<file path="config.mk">
export PLATFORM = sky130hd
export DESIGN_NAME = mips_mc_control_unit
export DESIGN_NICKNAME = d
export VERILOG_FILES = /design/src/rtl/mips_ctrl_pkg.sv /design/src/rtl/mips_alu_decoder.sv /design/src/rtl/mips_mc_control_unit.sv
export SDC_FILE = /design/constraint.sdc
export NUM_CORES = 1
export LEC_CHECK = 0
export CAP_MARGIN = 25
export CORE_UTILIZATION = 45
export CTS_BUF_LIST = sky130_fd_sc_hd__clkbuf_2 sky130_fd_sc_hd__clkbuf_4 sky130_fd_sc_hd__clkbuf_8
export CTS_CLUSTER_DIAMETER = 30
export DETAILED_ROUTE_END_ITERATION = 8
export GPL_ROUTABILITY_DRIVEN = 0
export PLACE_DENSITY = 0.87
export SYNTH_ARGS = -nofsm -noshare
export SYNTH_HDL_FRONTEND = slang
export SYNTH_HIERARCHICAL = 1
export SYNTH_SLANG_ARGS = --single-unit
</file>
<file path="constraint.sdc">
create_clock -name clk -period 3.8 [get_ports clk]
set_input_delay 1.14 -clock clk [delete_from_list [all_inputs] [get_ports clk]]
set_output_delay 1.14 -clock clk [all_outputs]
set_load 0.02 [all_outputs]
</file>
<file path="src/rtl/mips_ctrl_pkg.sv">
// Shared types and encodings for the multi-cycle MIPS controller.
// Defining ILLEGAL_HALT_EN adds the HALT state used for illegal instructions.
package mips_ctrl_pkg;

  localparam int unsigned STATE_W = 4;
  localparam int unsigned OP_W    = 6;
  localparam int unsigned ALU_W   = 4;
  localparam int unsigned SRCB_W  = 2;

  typedef enum logic [STATE_W-1:0] {
    S_FETCH  = 4'd0,
    S_DECODE = 4'd1,
    S_MEMADR = 4'd2,
    S_MEMRD  = 4'd3,
    S_MEMWB  = 4'd4,
    S_MEMWR  = 4'd5,
    S_EXEC_R = 4'd6,
    S_WB_R   = 4'd7,
    S_EXEC_I = 4'd8,
    S_WB_I   = 4'd9,
    S_BRANCH = 4'd10
`ifdef ILLEGAL_HALT_EN
    , S_HALT = 4'd11
`endif
  } state_t;

  // Which ALU operation source a state needs
  typedef enum logic [2:0] {
    ALU_CLS_NONE,
    ALU_CLS_ADD,
    ALU_CLS_SUB,
    ALU_CLS_R,
    ALU_CLS_I
  } alu_cls_t;

  localparam logic [OP_W-1:0] OP_RTYPE = 6'h00;
  localparam logic [OP_W-1:0] OP_BEQ   = 6'h04;
  localparam logic [OP_W-1:0] OP_ADDI  = 6'h08;
  localparam logic [OP_W-1:0] OP_SLTI  = 6'h0A;
  localparam logic [OP_W-1:0] OP_ANDI  = 6'h0C;
  localparam logic [OP_W-1:0] OP_ORI   = 6'h0D;
  localparam logic [OP_W-1:0] OP_LUI   = 6'h0F;
  localparam logic [OP_W-1:0] OP_LW    = 6'h23;
  localparam logic [OP_W-1:0] OP_SW    = 6'h2B;

  localparam logic [OP_W-1:0] FN_ADD = 6'h20;
  localparam logic [OP_W-1:0] FN_SUB = 6'h22;
  localparam logic [OP_W-1:0] FN_AND = 6'h24;
  localparam logic [OP_W-1:0] FN_OR  = 6'h25;
  localparam logic [OP_W-1:0] FN_NOR = 6'h27;
  localparam logic [OP_W-1:0] FN_SLT = 6'h2A;

  localparam logic [ALU_W-1:0] ALU_AND = 4'd0;
  localparam logic [ALU_W-1:0] ALU_OR  = 4'd1;
  localparam logic [ALU_W-1:0] ALU_ADD = 4'd2;
  localparam logic [ALU_W-1:0] ALU_SUB = 4'd6;
  localparam logic [ALU_W-1:0] ALU_SLT = 4'd7;
  localparam logic [ALU_W-1:0] ALU_NOR = 4'd12;

  localparam logic [SRCB_W-1:0] SRCB_REG    = 2'b00;
  localparam logic [SRCB_W-1:0] SRCB_FOUR   = 2'b01;
  localparam logic [SRCB_W-1:0] SRCB_IMM    = 2'b10;
  localparam logic [SRCB_W-1:0] SRCB_IMM_HI = 2'b11;

  function automatic logic is_itype(input logic [OP_W-1:0] op);
    return (op == OP_ADDI) || (op == OP_SLTI) || (op == OP_ANDI) ||
           (op == OP_ORI)  || (op == OP_LUI);
  endfunction

endpackage

</file>
<file path="src/rtl/mips_alu_decoder.sv">
// Combinational ALU operation select for the controller, with an illegal
// flag for unsupported funct/opcode encodings.
module mips_alu_decoder
  import mips_ctrl_pkg::*;
(
  input  alu_cls_t         cls,
  input  logic [OP_W-1:0]  opcode,
  input  logic [OP_W-1:0]  funct,
  output logic [ALU_W-1:0] alu_control,
  output logic             illegal
);

  always_comb begin
    alu_control = ALU_AND;
    illegal     = 1'b0;
    case (cls)
      ALU_CLS_ADD: alu_control = ALU_ADD;
      ALU_CLS_SUB: alu_control = ALU_SUB;
      ALU_CLS_R: begin
        case (funct)
          FN_ADD:  alu_control = ALU_ADD;
          FN_SUB:  alu_control = ALU_SUB;
          FN_AND:  alu_control = ALU_AND;
          FN_OR:   alu_control = ALU_OR;
          FN_NOR:  alu_control = ALU_NOR;
          FN_SLT:  alu_control = ALU_SLT;
          default: illegal     = 1'b1;
        endcase
      end
      ALU_CLS_I: begin
        // lui adds the shifted immediate to $0
        case (opcode)
          OP_ADDI: alu_control = ALU_ADD;
          OP_SLTI: alu_control = ALU_SLT;
          OP_ANDI: alu_control = ALU_AND;
          OP_ORI:  alu_control = ALU_OR;
          OP_LUI:  alu_control = ALU_ADD;
          default: illegal     = 1'b1;
        endcase
      end
      default: alu_control = ALU_AND;
    endcase
  end

endmodule

</file>
<file path="src/rtl/mips_mc_control_unit.sv">
// Moore FSM controller for the multi-cycle MIPS datapath.
// ILLEGAL_HALT_EN: illegal instructions halt the controller instead of acting as NOPs.
module mips_mc_control_unit
  import mips_ctrl_pkg::*;
(
  input  logic                clk,
  input  logic                reset,
  input  logic [OP_W-1:0]     Opcode,
  input  logic [OP_W-1:0]     Funct,
  output logic                IorD,
  output logic                MemWrite,
  output logic                IRWrite,
  output logic                PCWrite,
  output logic                Branch,
  output logic                PCSrc,
  output logic                ALUSrcA,
  output logic                RegWrite,
  output logic                MemtoReg,
  output logic                RegDst,
  output logic [SRCB_W-1:0]   ALUSrcB,
  output logic [ALU_W-1:0]    ALUControl,
  output logic                Halted_o,
  output logic [STATE_W-1:0]  State_o
);

`ifdef ILLEGAL_HALT_EN
  localparam state_t ILL_NEXT = S_HALT;
`else
  localparam state_t ILL_NEXT = S_FETCH;
`endif

  state_t           state_q;
  state_t           state_d;
  alu_cls_t         alu_cls;
  logic [ALU_W-1:0] alu_ctrl;
  logic             alu_illegal;

  always_ff @(posedge clk or posedge reset) begin
    if (reset) state_q <= S_FETCH;
    else       state_q <= state_d;
  end

  // ALU source class depends on the state register alone
  always_comb begin
    alu_cls = ALU_CLS_NONE;
    case (state_q)
      S_FETCH, S_DECODE, S_MEMADR: alu_cls = ALU_CLS_ADD;
      S_BRANCH:                    alu_cls = ALU_CLS_SUB;
      S_EXEC_R:                    alu_cls = ALU_CLS_R;
      S_EXEC_I:                    alu_cls = ALU_CLS_I;
      default:                     alu_cls = ALU_CLS_NONE;
    endcase
  end

  mips_alu_decoder u_alu_dec (
    .cls         (alu_cls),
    .opcode      (Opcode),
    .funct       (Funct),
    .alu_control (alu_ctrl),
    .illegal     (alu_illegal)
  );

  always_comb begin
    state_d    = S_FETCH;
    IorD       = 1'b0;
    MemWrite   = 1'b0;
    IRWrite    = 1'b0;
    PCWrite    = 1'b0;
    Branch     = 1'b0;
    PCSrc      = 1'b0;
    ALUSrcA    = 1'b0;
    RegWrite   = 1'b0;
    MemtoReg   = 1'b0;
    RegDst     = 1'b0;
    ALUSrcB    = SRCB_REG;
    ALUControl = alu_ctrl;
    Halted_o   = 1'b0;
    State_o    = state_q;

    case (state_q)
      S_FETCH: begin
        IRWrite = 1'b1;
        PCWrite = 1'b1;
        ALUSrcB = SRCB_FOUR;
        state_d = S_DECODE;
      end
      S_DECODE: begin
        ALUSrcB = SRCB_IMM;
        case (Opcode)
          OP_LW, OP_SW: state_d = S_MEMADR;
          OP_RTYPE:     state_d = S_EXEC_R;
          OP_BEQ:       state_d = S_BRANCH;
          default:      state_d = is_itype(Opcode) ? S_EXEC_I : ILL_NEXT;
        endcase
      end
      S_MEMADR: begin
        ALUSrcA = 1'b1;
        ALUSrcB = SRCB_IMM;
        state_d = (Opcode == OP_LW) ? S_MEMRD : S_MEMWR;
      end
      S_MEMRD: begin
        IorD    = 1'b1;
        state_d = S_MEMWB;
      end
      S_MEMWB: begin
        MemtoReg = 1'b1;
        RegWrite = 1'b1;
      end
      S_MEMWR: begin
        IorD     = 1'b1;
        MemWrite = 1'b1;
      end
      S_EXEC_R: begin
        ALUSrcA = 1'b1;
        state_d = alu_illegal ? ILL_NEXT : S_WB_R;
      end
      S_WB_R: begin
        RegDst   = 1'b1;
        RegWrite = 1'b1;
      end
      S_EXEC_I: begin
        ALUSrcA = 1'b1;
        ALUSrcB = (Opcode == OP_LUI) ? SRCB_IMM_HI : SRCB_IMM;
        state_d = S_WB_I;
      end
      S_WB_I: RegWrite = 1'b1;
      S_BRANCH: begin
        ALUSrcA = 1'b1;
        Branch  = 1'b1;
        PCSrc   = 1'b1;
      end
`ifdef ILLEGAL_HALT_EN
      S_HALT: begin
        Halted_o = 1'b1;
        state_d  = S_HALT;
      end
`endif
      default: state_d = S_FETCH;
    endcase

    // Reset must suppress every write enable without waiting for a clock edge
    if (reset) begin
      MemWrite = 1'b0;
      IRWrite  = 1'b0;
      PCWrite  = 1'b0;
      RegWrite = 1'b0;
      Branch   = 1'b0;
      Halted_o = 1'b0;
    end
  end

endmodule

</file>
==> out/metrics.json, run 1 <==
{
  "tritoncts": "built",
  "synth_cell_types": 40,
  "achievable-frequency_ghz": 0.269,
  "drt_pre_antenna_iters": 4,
  "synth_seq_cells": 4,
  "p_leak_nw": 0.482,
  "setup_tns_ps": 0,
  "number_of_antenna_violations_at_the_first_check_in_global_routing": 0,
  "drt-met1-wl_um": 930,
  "detail_route.drc_violations": 0,
  "starting_utilization_of_the_core_area_pct": 48.7,
  "avgViaCountPerCell": 5.73,
  "finClkSkew_ps": 5.20,
  "flip_flop_count_of_the_largest_register_all_copies_and_words_added": 4,
  "timing.reg2reg.worst_path_depth": 8,
  "buffer_cell_driving_the_clock_tree_root": "sky130_fd_sc_hd__clkbuf_4",
  "crit_path_max_incr_delay_ps": 670,
  "layout_overhead_on_the_synthesized_area_pct": 58.0,
  "worst_hold_path.num_cells": 2,
  "hpwl_um": 1680,
  "worstPathCellList": "clkdlybuf4s50_1, nor4b_1, clkdlybuf4s50_1",
  "grt_pass1_wl_um": 3480,
  "critPathBufInv": 2,
  "synth_top_cell_area_share_pct": 13.7,
  "clk_pin_slew_ps": 40,
  "insertedDiodeCount": 0,
  "n_fill_cell": 133,
  "maxSlewViolCount": 0,
  "postSynthAreaPerCell_um2": 7.19,
  "die-area_mm2": 0.00179,
  "fin_nets": 161,
  "tightest_hold_margin_ps": 723,
  "power_density_mw_per_mm2": 311,
  "multi_input_comb_area_um2": 571,
  "finalPower_mw": 0.361,
  "critical-path-top-cell-by-count": "sky130_fd_sc_hd__clkdlybuf4s50_1",
  "worst_skew_pair.late_latency_ps": 240,
  "fp.dieH_um": 42.4,
  "cts.hold.buffers_added": 0,
  "cts-buffers-inserted": 3,
  "grt_start_max_net_pins": 15,
  "cell_count_after_synthesis": 102,
  "synth.largest_area_cell": "sky130_fd_sc_hd__dfrtp_1",
  "grt_util_all_layers_pct": 25.0,
  "grt_setup_unrepaired": "no",
  "ctsHtreeMaxLevel": 1,
  "path_class": "in -> out",
  "crit_fanout": 2,
  "sequential_cell_area_um2": 100,
  "place.port_buffers": 33,
  "cts.sinks": 4,
  "holdCritPathClass": "reg -> reg",
  "via_count": 923,
  "top_cells_by_count_synth": "sky130_fd_sc_hd__nor2_1 (14), sky130_fd_sc_hd__nand2b_1 (9), sky130_fd_sc_hd__a21oi_1 (6), sky130_fd_sc_hd__nand2_1 (6), sky130_fd_sc_hd__inv_1 (5)",
  "rows": 14,
  "first_global_vias": 827,
  "timing.final.crit_share_pct": 98.0,
  "cp_data_arrival_time_ps": 2580,
  "drtIter0Drc": 13,
  "max_cap_violations": 0,
  "hold_viol": 0,
  "ys_seq_area_share_pct": 13.7,
  "top_level_port_count": 35,
  "wl_met2_um": 1060,
  "result_of_the_run": "completed",
  "final.min_clock_period_ps": 3720,
  "critPathRequiredTime_ps": 2660,
  "worstSetupStartpointType": "input pin",
  "drive_above_1_share_pct": 16.6,
  "synth_top_flop_cell": "sky130_fd_sc_hd__dfrtp_1",
  "met3_length_um": 84,
  "routed_wl_um": 2090,
  "yosys-top-cells-area": "sky130_fd_sc_hd__dfrtp_1 (14%), sky130_fd_sc_hd__nand2b_1 (7.7%), sky130_fd_sc_hd__nor2_1 (7.2%), sky130_fd_sc_hd__o32ai_1 (4.8%), sky130_fd_sc_hd__a21oi_1 (4.1%)",
  "synth_edf_count": 0,
  "route.antenna.remaining_nets": 0,
  "yosys_warnings": 6,
  "synthesized_nets": 116,
  "wl_per_cell_um": 13.0,
  "syn-cell-area_um2": 733,
  "clockBufferDepth": 2,
  "endpoint_kind": "primary output",
  "vdd_ir_drop_max_mv": 0.300,
  "die_width_um": 42.4,
  "postCtsSetupRepairBufs": 0,
  "grt.overflow.total": 0,
  "top_layer": "met4",
  "path_delay_family": "buffers and inverters",
  "worstSetupPathDepth": 3,
  "placeableCoreArea_mm2": 0.00151,
  "setup_viol_count_final": 0,
  "synth_async_sr_flop_share_pct": 100,
  "yosys.cell_count.top_type": "sky130_fd_sc_hd__nor2_1",
  "critical-path-slowest-cell": "sky130_fd_sc_hd__clkdlybuf4s50_1"
}
-- worst paths after layout --
kind                       startpoint    endpoint  slack (ps)
max reg2reg                State_o[2]  State_o[2]        1440
max                             reset     IRWrite          80
max in group asynchronous       reset  State_o[3]        2380
min in group asynchronous       reset  State_o[1]        1260
min reg2reg                State_o[0]  State_o[0]         720
min                        State_o[0]  State_o[0]         720
-- placed cells by master (no fill, tap or decap), types with 3 or more instances in the layout --
| master | count |
|---|---|
| sky130_fd_sc_hd__inv_1 | 5 |
| sky130_fd_sc_hd__clkbuf_4 | 3 |
| sky130_fd_sc_hd__buf_4 | 14 |
| sky130_fd_sc_hd__nor2_1 | 14 |
| sky130_fd_sc_hd__dfrtp_1 | 4 |
| sky130_fd_sc_hd__dlygate4sd2_1 | 3 |
| sky130_fd_sc_hd__nand3b_1 | 3 |
| sky130_fd_sc_hd__clkdlybuf4s50_1 | 26 |
| sky130_fd_sc_hd__and3_1 | 3 |
| sky130_fd_sc_hd__nand2_1 | 6 |
| sky130_fd_sc_hd__a21oi_1 | 6 |
| sky130_fd_sc_hd__o32ai_1 | 4 |
| sky130_fd_sc_hd__nor3_1 | 3 |
| sky130_fd_sc_hd__nand2b_1 | 9 |
-- per-stage QoR --
step	util, %	cells	setup WS [ps]	instance area [um^2]
after floorplan	-	102	423	733
final	76.9	161	77.3	1160
after detailed placement	75.7	158	-311	1140
after global placement	75.7	158	-224	1140
after global routing	76.9	161	3.53	1160
after CTS	76.8	161	4.28	1160
-- worst reg2reg max path, delay by kind of cell, from the launching register on --
| family | cells | cell delay, ps |
|---|---|---|
| DFF | 1 | 560 |
| and+or+nand+nor | 3 | 510 |
| AOI/OAI and AO/OA | 5 | 1150 |
-- area by class of cell --
| type | instances | area share, % |
|---|---|---|
| multi-input cells | 86 | 49.2 |
| repair buffers | 47 | 36.8 |
| flip-flops and latches | 4 | 8.64 |
| clock buffers | 3 | 1.94 |
| well taps | 16 | 1.73 |
| inverters | 5 | 1.62 |
-- metal layers --
metal / global-route usage (%) / vias to the layer above
met3: 3.88 / 2
met2: 44.3 / 33
met5: 0 / -
li1: - / 466
met1: 30.7 / 422
met4: 7.50 / 0
-- power by group --
group / switching [mW] / total (mW) / internal, mW
sequential: 0.0123 / 0.0621 / 0.0499
combinational: 0.126 / 0.244 / 0.118
clock: 0.0190 / 0.0545 / 0.0354
total: 0.158 / 0.361 / 0.203
-- timing repair --
action                                  4_1_cts  5_1_grt
resized for setup                             6        7
gates cloned                                  0        0
endpoints found under the setup margin        5        5
-- cells by family after synthesis --
| logic type | share of synthesized area, % |
|---|---|
| AO/OA/AOI/OAI | 26.1 |
| AND/OR/NAND/NOR | 46.8 |
| XOR/XNOR | 2.39 |
| multiplexers | 1.37 |
| flip-flops | 13.7 |
| buffers and inverters | 9.21 |
| other | 0.511 |
Note: power is estimated with default switching activity, not from simulation.
==> inputs of run 2 (changes only) <==
Settings changed: CORE_MARGIN set to 4.
==> run 2 against run 1 <==
Global-route usage is 6.4 points lower. Clock-buffer cell count stayed put. Largest power group unchanged. Sequential cell count stayed put. Clock power is 12% higher. Critical path depth is 3 higher. Maximum frequency is 0.77% lower. Clock skew hardly changed. Die area is 30% higher. Utilization is 2.0 points lower. Highest routed layer unchanged. Combinational power hardly changed. First-iteration DRC count is 150% higher. Cell count is 0.62% lower.
==> out/metrics.json, run 2 (synthesis results as in run 1) <==
{
  "result_of_the_run": "completed",
  "first_global_vias": {"value": 790, "change": "-4.5%"},
  "hpwl": {"value": 1800, "unit": "um", "change": "+7.5%"},
  "dp_slack": {"value": -226, "unit": "ps", "change": "+85.4 ps"},
  "worst_hold_path.num_cells": {"value": 2, "change": "unchanged"},
  "grt.overflow.total": {"value": 0, "change": "unchanged"},
  "drtIter0Drc": {"value": 32, "change": "+19"},
  "holdCritPathClass": "reg -> reg",
  "drt-met1-wl": {"value": 925, "unit": "um", "change": "-0.54%"},
  "final.min_clock_period": {"value": 3750, "unit": "ps", "change": "+28.8 ps"},
  "setup_viol_count_final": {"value": 0, "change": "unchanged"},
  "die-area": {"value": 0.00234, "unit": "mm^2", "change": "+30%"},
  "avgViaCountPerCell": {"value": 5.84, "change": "+1.9%"},
  "endpoint_kind": "primary output",
  "met3_length": {"value": 174, "unit": "um", "change": "+110%"},
  "routed_wl": {"value": 2240, "unit": "um", "change": "+7.2%"},
  "hold_viol": {"value": 0, "change": "unchanged"},
  "crit_fanout": {"value": 2, "change": "unchanged"},
  "grt_setup_unrepaired": "no",
  "drt_pre_antenna_iters": {"value": 4, "change": "unchanged"},
  "fin_nets": {"value": 160, "change": "-0.62%"},
  "power.combinational.fraction": {"value": 66.8, "unit": "%", "change": "-0.9 points"},
  "timing.final.crit_share": {"value": 98.7, "unit": "%", "change": "+0.76 points"},
  "via_count": {"value": 935, "change": "+1.3%"},
  "p_leak": {"value": 0.442, "unit": "nW", "change": "-8.4%"},
  "power_density": {"value": 320, "unit": "mW/mm^2", "change": "+2.8%"},
  "path_class": "in -> out",
  "route.antenna.remaining_nets": {"value": 0, "change": "unchanged"},
  "cts.sinks": {"value": 4, "change": "unchanged"},
  "worst_skew_pair.late_latency": {"value": 260, "unit": "ps", "change": "+20 ps"},
  "grt_util_all_layers": {"value": 18.6, "unit": "%", "change": "-6.4 points"},
  "drive_above_1_share": {"value": 15.3, "unit": "%", "change": "-1.3 points"},
  "post-route-util": {"value": 74.9, "unit": "%", "change": "-2.0 points"},
  "number_of_antenna_violations_at_the_first_check_in_global_routing": {"value": 0, "change": "unchanged"},
  "ff2ff_setup_slack": {"value": 1400, "unit": "ps", "change": "-40 ps"},
  "pwr-share-clk": {"value": 16.7, "unit": "%", "change": "+1.6 points"},
  "starting_utilization_of_the_core_area": {"value": 48.1, "unit": "%", "change": "-0.56 points"},
  "n_fill_cell": {"value": 117, "change": "-12%"},
  "power_frac_seq": {"value": 16.5, "unit": "%", "change": "-0.7 points"},
  "wl_per_cell": {"value": 14.0, "unit": "um", "change": "+7.9%"},
  "achievable-frequency": {"value": 0.267, "unit": "GHz", "change": "-0.77%"},
  "internal_power": {"value": 0.202, "unit": "mW", "change": "-0.73%"},
  "vdd_ir_drop_max": {"value": 0.258, "unit": "mV", "change": "-14%"},
  "layout_overhead_on_the_synthesized_area_pct": 55.6,
  "fp.dieH": {"value": 48.4, "unit": "um", "change": "+14%"},
  "final_common_cell": "sky130_fd_sc_hd__clkdlybuf4s50_1",
  "max_cap_violations": {"value": 0, "change": "unchanged"},
  "insertedDiodeCount": {"value": 0, "change": "unchanged"},
  "critPathRequiredTime": {"value": 2660, "unit": "ps", "change": "about the same"},
  "buffer_cell_driving_the_clock_tree_root": "sky130_fd_sc_hd__clkbuf_4",
  "clockBufferDepth": {"value": 2, "change": "unchanged"},
  "detail_route.drc_violations": {"value": 0, "change": "unchanged"},
  "die_width": {"value": 48.4, "unit": "um", "change": "+14%"},
  "timing.reg2reg.worst_path_depth": {"value": 8, "change": "unchanged"},
  "place.port_buffers": {"value": 33, "change": "unchanged"},
  "flip_flop_count_of_the_largest_register_all_copies_and_words_added": {"value": 4, "change": "unchanged"},
  "maxSlewViolCount": {"value": 0, "change": "unchanged"},
  "grt_start_max_net_pins": {"value": 16, "change": "+1"},
  "wl_met2": {"value": 1090, "unit": "um", "change": "+3.4%"},
  "finalWorstSetupSlack": {"value": 48.5, "unit": "ps", "change": "-28.8 ps"},
  "switching_share": {"value": 44.8, "unit": "%", "change": "+1.1 points"},
  "cts-buffers-inserted": {"value": 3, "change": "unchanged"},
  "worstSetupStartpointType": "input pin",
  "tritoncts": "built",
  "grt_pass1_wl": {"value": 3570, "unit": "um", "change": "+2.6%"},
  "ctsHtreeMaxLevel": {"value": 1, "change": "unchanged"},
  "top_level_port_count": {"value": 35, "change": "unchanged"},
  "placeableCoreArea": {"value": 0.00152, "unit": "mm^2", "change": "+1.2%"},
  "top_layer": "met4",
  "finClkSkew": {"value": 4.82, "unit": "ps", "change": "-0.380 ps"},
  "cp_data_arrival_time": {"value": 2610, "unit": "ps", "change": "+30 ps"},
  "top_library_cells_by_usage_in_the_layout_fill_and_taps_aside": "sky130_fd_sc_hd__clkdlybuf4s50_1 (28), sky130_fd_sc_hd__nor2_1 (14), sky130_fd_sc_hd__buf_4 (13), sky130_fd_sc_hd__nand2b_1 (9)",
  "clk_pin_slew": {"value": 40, "unit": "ps", "change": "about the same"},
  "total_switching_power": {"value": 0.164, "unit": "mW", "change": "+3.9%"},
  "rows": {"value": 14, "change": "unchanged"}
}
run 2: power groups by stage:
stage	Sequential, mW	Combinational, mW	Clock, mW
global route	0.0611	0.260	0.0673
detailed placement	0.0605	0.251	0
global placement	0.0600	0.246	0
finish	0.0604	0.244	0.0610
floorplan	0.0677	0.138	0
CTS	0.0599	0.245	0.0637
run 2: what timing repair did:
| item | CTS | global route |
|---|---|---|
| buffers inserted | 0 | 0 |
| resized for setup | 5 | 5 |
| hold buffers | 0 | 0 |
| setup endpoints to repair | 5 | 2 |
| pin swaps | 0 | 0 |
| gates cloned | 0 | 0 |
run 2: critical path: stages:
cell and delay (ps):
sky130_fd_sc_hd__clkdlybuf4s50_1 430, sky130_fd_sc_hd__buf_4 150, sky130_fd_sc_hd__nor3_1 260, sky130_fd_sc_hd__nor2_1 60
sky130_fd_sc_hd__nor4_1 200, sky130_fd_sc_hd__dlygate4sd2_1 370
run 2: final timing paths:
check	start	endpoint
setup / recovery	Opcode[5]	ALUSrcB[0]
min in group asynchronous	reset	State_o[2]
hold / removal	State_o[0]	State_o[0]
setup reg to reg	State_o[3]	State_o[2]
max in group asynchronous	reset	State_o[0]
hold reg to reg	State_o[0]	State_o[0]
run 2: final cells by class:
type	instances	area [um^2]	share of cell area [%]
clock buffers	3	22.5	1.97
inverters	5	18.8	1.64
multi-input cells	86	566	49.6
flip-flops and latches	4	100	8.77
well taps	16	20.0	1.75
repair buffers	46	414	36.3
run 2: stage by stage:
stage / cells / area, um^2 / hold WS, ps / setup TNS (ps) / power, mW
after floorplan: 102 / 733 / 780 / 0 / 0.205
after global placement: 157 / 1130 / 667 / -928 / 0.306
after detailed placement: 157 / 1130 / 694 / -1070 / 0.311
after CTS: 160 / 1150 / 698 / 0 / 0.368
after global routing: 160 / 1140 / 730 / 0 / 0.388
final: 160 / 1140 / 698 / 0 / 0.365
run 2: routing by layer:
metal,global-route usage [%],up-vias
met5,0,-
met1,23.1,418
li1,-,463
met3,3.07,6
met2,30.2,48
met4,9.68,0
==> inputs of run 3 (changes only) <==
Settings changed: CORE_AREA set to 4 4 41 43, CORE_MARGIN 4 to not set, CORE_UTILIZATION 45 to not set, DIE_AREA set to 0 0 45 47, DONT_BUFFER_PORTS set to 1, PLACE_DENSITY 0.87 to 0.7, SKIP_CTS_REPAIR_TIMING set to 1.
==> run 3 against run 2 <==
Cell count shrank 24%. Clock power decreased by 17%. Non-clock buffer count is 38 lower. Worst hold slack got worse by 18 ps. Setup slack improved by 420 ps. Maximum frequency increased by 13%. Critical path type is now reg -> out. Highest routed layer is now met3.
==> out/metrics.json, run 3 (synthesis results as in run 1) <==
{
  "result_of_the_run": "completed",
  "multi_input_comb_area": {"value": 572, "unit": "um^2", "change": "+1.1%"},
  "layout_overhead_on_the_synthesized_area_pct": 8.02,
  "tightest_hold_margin": {"value": 680, "unit": "ps", "change": "-17.9 ps"},
  "die-area": {"value": 0.00212, "unit": "mm^2", "change": "-9.6%"},
  "buffer_cell_driving_the_clock_tree_root": "sky130_fd_sc_hd__clkbuf_4",
  "avgViaCountPerCell": {"value": 6.24, "change": "+6.8%"},
  "crit_fanout": {"value": 12, "change": "+10"},
  "drive_above_1_share": {"value": 15.1, "unit": "%", "change": "-0.18 points"},
  "worstSetupStartpointType": "register",
  "cp_data_arrival_time": {"value": 2190, "unit": "ps", "change": "-420 ps"},
  "finClkSkew": {"value": 2.23, "unit": "ps", "change": "-2.59 ps"},
  "holdCritPathClass": "in -> async",
  "detail_route.drc_violations": {"value": 0, "change": "unchanged"},
  "n_fill_cell": {"value": 127, "change": "+8.5%"},
  "critical-path-slowest-cell": "sky130_fd_sc_hd__dfrtp_1",
  "total_switching_power": {"value": 0.137, "unit": "mW", "change": "-16%"},
  "crit_path_max_incr_delay": {"value": 660, "unit": "ps", "change": "+230 ps"},
  "grt.met3_usage": {"value": 4.60, "unit": "%", "change": "+1.5 points"},
  "critPathBufInv": {"value": 0, "change": "-3"},
  "via_count": {"value": 755, "change": "-19%"},
  "internal_power": {"value": 0.158, "unit": "mW", "change": "-22%"},
  "critPathRequiredTime": {"value": 2660, "unit": "ps", "change": "about the same"},
  "finalWorstSetupSlack": {"value": 470, "unit": "ps", "change": "+422 ps"},
  "final.min_clock_period": {"value": 3330, "unit": "ps", "change": "-422 ps"},
  "hold_viol": {"value": 0, "change": "unchanged"},
  "sequential_cell_area": {"value": 100, "unit": "um^2", "change": "unchanged"},
  "top_level_port_count": {"value": 35, "change": "unchanged"},
  "grt_met1_usage": {"value": 26.3, "unit": "%", "change": "+3.1 points"},
  "rows": {"value": 13, "change": "-1"},
  "post-route-util": {"value": 60.9, "unit": "%", "change": "-14 points"},
  "max_cap_violations": {"value": 0, "change": "unchanged"},
  "top_library_cells_by_usage_in_the_layout_fill_and_taps_aside": "sky130_fd_sc_hd__nor2_1 (14), sky130_fd_sc_hd__nand2b_1 (9), sky130_fd_sc_hd__buf_4 (8), sky130_fd_sc_hd__a21oi_1 (6), sky130_fd_sc_hd__nand2_1 (6)",
  "place.port_buffers": {"value": 0, "change": "-100%"},
  "switching_share": {"value": 46.5, "unit": "%", "change": "+1.7 points"},
  "hpwl": {"value": 1410, "unit": "um", "change": "-22%"},
  "placeableCoreArea": {"value": 0.00130, "unit": "mm^2", "change": "-15%"},
  "fin_nets": {"value": 122, "change": "-24%"},
  "endpoint_kind": "primary output",
  "maxSlewViolCount": {"value": 0, "change": "unchanged"},
  "final_common_cell": "sky130_fd_sc_hd__nor2_1",
  "first_global_vias": {"value": 680, "change": "-14%"},
  "cts.sinks": {"value": 4, "change": "unchanged"},
  "clockBufferDepth": {"value": 2, "change": "unchanged"},
  "die_width": {"value": 45, "unit": "um", "change": "-7.0%"},
  "tritoncts": "built",
  "pwr-share-clk": {"value": 17.2, "unit": "%", "change": "+0.5 points"},
  "number_of_antenna_violations_at_the_first_check_in_global_routing": {"value": 0, "change": "unchanged"},
  "path_delay_family": "compound AO/OA/AOI/OAI gates",
  "fp.dieH": {"value": 47, "unit": "um", "change": "-2.8%"},
  "route.antenna.remaining_nets": {"value": 0, "change": "unchanged"},
  "power_density": {"value": 373, "unit": "mW/mm^2", "change": "+16%"},
  "drt_pre_antenna_iters": {"value": 6, "change": "+2"},
  "worst-slew-pin-transition_ps": 711,
  "grt_pass1_wl": {"value": 2970, "unit": "um", "change": "-17%"},
  "power.combinational.fraction": {"value": 59.8, "unit": "%", "change": "-7.0 points"},
  "power_frac_seq": {"value": 23.1, "unit": "%", "change": "+6.6 points"},
  "timing.final.crit_share": {"value": 87.6, "unit": "%", "change": "-11 points"},
  "wl_per_cell": {"value": 14.9, "unit": "um", "change": "+6.4%"},
  "grt_util_all_layers": {"value": 19.0, "unit": "%", "change": "+0.39 points"},
  "grt.overflow.total": {"value": 0, "change": "unchanged"},
  "clk_pin_slew": {"value": 40, "unit": "ps", "change": "about the same"},
  "path_class": "reg -> out",
  "setup_viol_count_final": {"value": 0, "change": "unchanged"},
  "worst_skew_pair.late_latency": {"value": 230, "unit": "ps", "change": "-30 ps"},
  "cts-buffers-inserted": {"value": 3, "change": "unchanged"},
  "grtUsageMet2": {"value": 28.5, "unit": "%", "change": "-1.7 points"},
  "worstPathCellList": "nand2b_1, a21oi_1, nand3b_1, o32ai_2",
  "grt_start_max_net_pins": {"value": 14, "change": "-2"},
  "setup_tns": {"value": 0, "unit": "ps", "change": "unchanged"},
  "grt_setup_unrepaired": "no",
  "dp_slack": {"value": 715, "unit": "ps", "change": "+941 ps"},
  "ctsHtreeMaxLevel": {"value": 1, "change": "unchanged"},
  "insertedDiodeCount": {"value": 0, "change": "unchanged"},
  "routed_wl": {"value": 1800, "unit": "um", "change": "-20%"},
  "starting_utilization_of_the_core_area": {"value": 56.3, "unit": "%", "change": "+8.2 points"},
  "max_slew_margin_pct": 52.3,
  "p_leak": {"value": 0.290, "unit": "nW", "change": "-34%"},
  "grt_most_used_layer": "met2",
  "achievable-frequency": {"value": 0.300, "unit": "GHz", "change": "+13%"},
  "vdd_ir_drop_max": {"value": 0.400, "unit": "mV", "change": "+55%"},
  "flip_flop_count_of_the_largest_register_all_copies_and_words_added": {"value": 4, "change": "unchanged"},
  "drtIter0Drc": {"value": 16, "change": "-50%"}
}
## run 3: area by class of cell
| type | instances | area share, % |
|---|---|---|
| multi-input cells | 86 | 72.2 |
| flip-flops and latches | 4 | 12.6 |
| repair buffers | 8 | 7.58 |
| clock buffers | 3 | 2.84 |
| inverters | 5 | 2.37 |
| well taps | 15 | 2.37 |
## run 3: worst paths after layout
| kind | start | end | slack (ps) | depth (start not counted) |
|---|---|---|---|---|
| worst max-delay path | State_o[2] | ALUControl[0] | 470 | 4 |
| worst min-delay path | reset | State_o[0] | 680 | 1 |
| worst max register to register | State_o[2] | State_o[2] | 1260 | 8 |
| worst min register to register | State_o[1] | State_o[3] | 740 | 2 |
| max in group asynchronous | reset | State_o[2] | 2970 | 1 |
| min in group clk | State_o[1] | State_o[3] | 740 | 2 |
## run 3: power by group through the flow
stage	sequential (mW)	clock (mW)	combinational (mW)
finish	0.0681	0.0507	0.177
global route	0.0705	0.0598	0.194
CTS	0.0678	0.0522	0.177
detailed placement	0.0683	0	0.177
global placement	0.0676	0	0.175
floorplan	0.0677	0	0.138
## run 3: layer usage
metal / vias up / wire [um]
li1: 386 / -
met1: 335 / 811
met2: 34 / 794
met3: 0 / 194
met4: 0 / 0
met5: - / 0
## run 3: metrics by stage
step | area, um^2 | power (mW) | std cells
6_report | 792 | 0.295 | 121
5_1_grt | 792 | 0.324 | 121
4_1_cts | 792 | 0.297 | 121
3_5_place_dp | 769 | 0.245 | 118
3_3_place_gp | 769 | 0.243 | 118
2_1_floorplan | 733 | 0.205 | 102
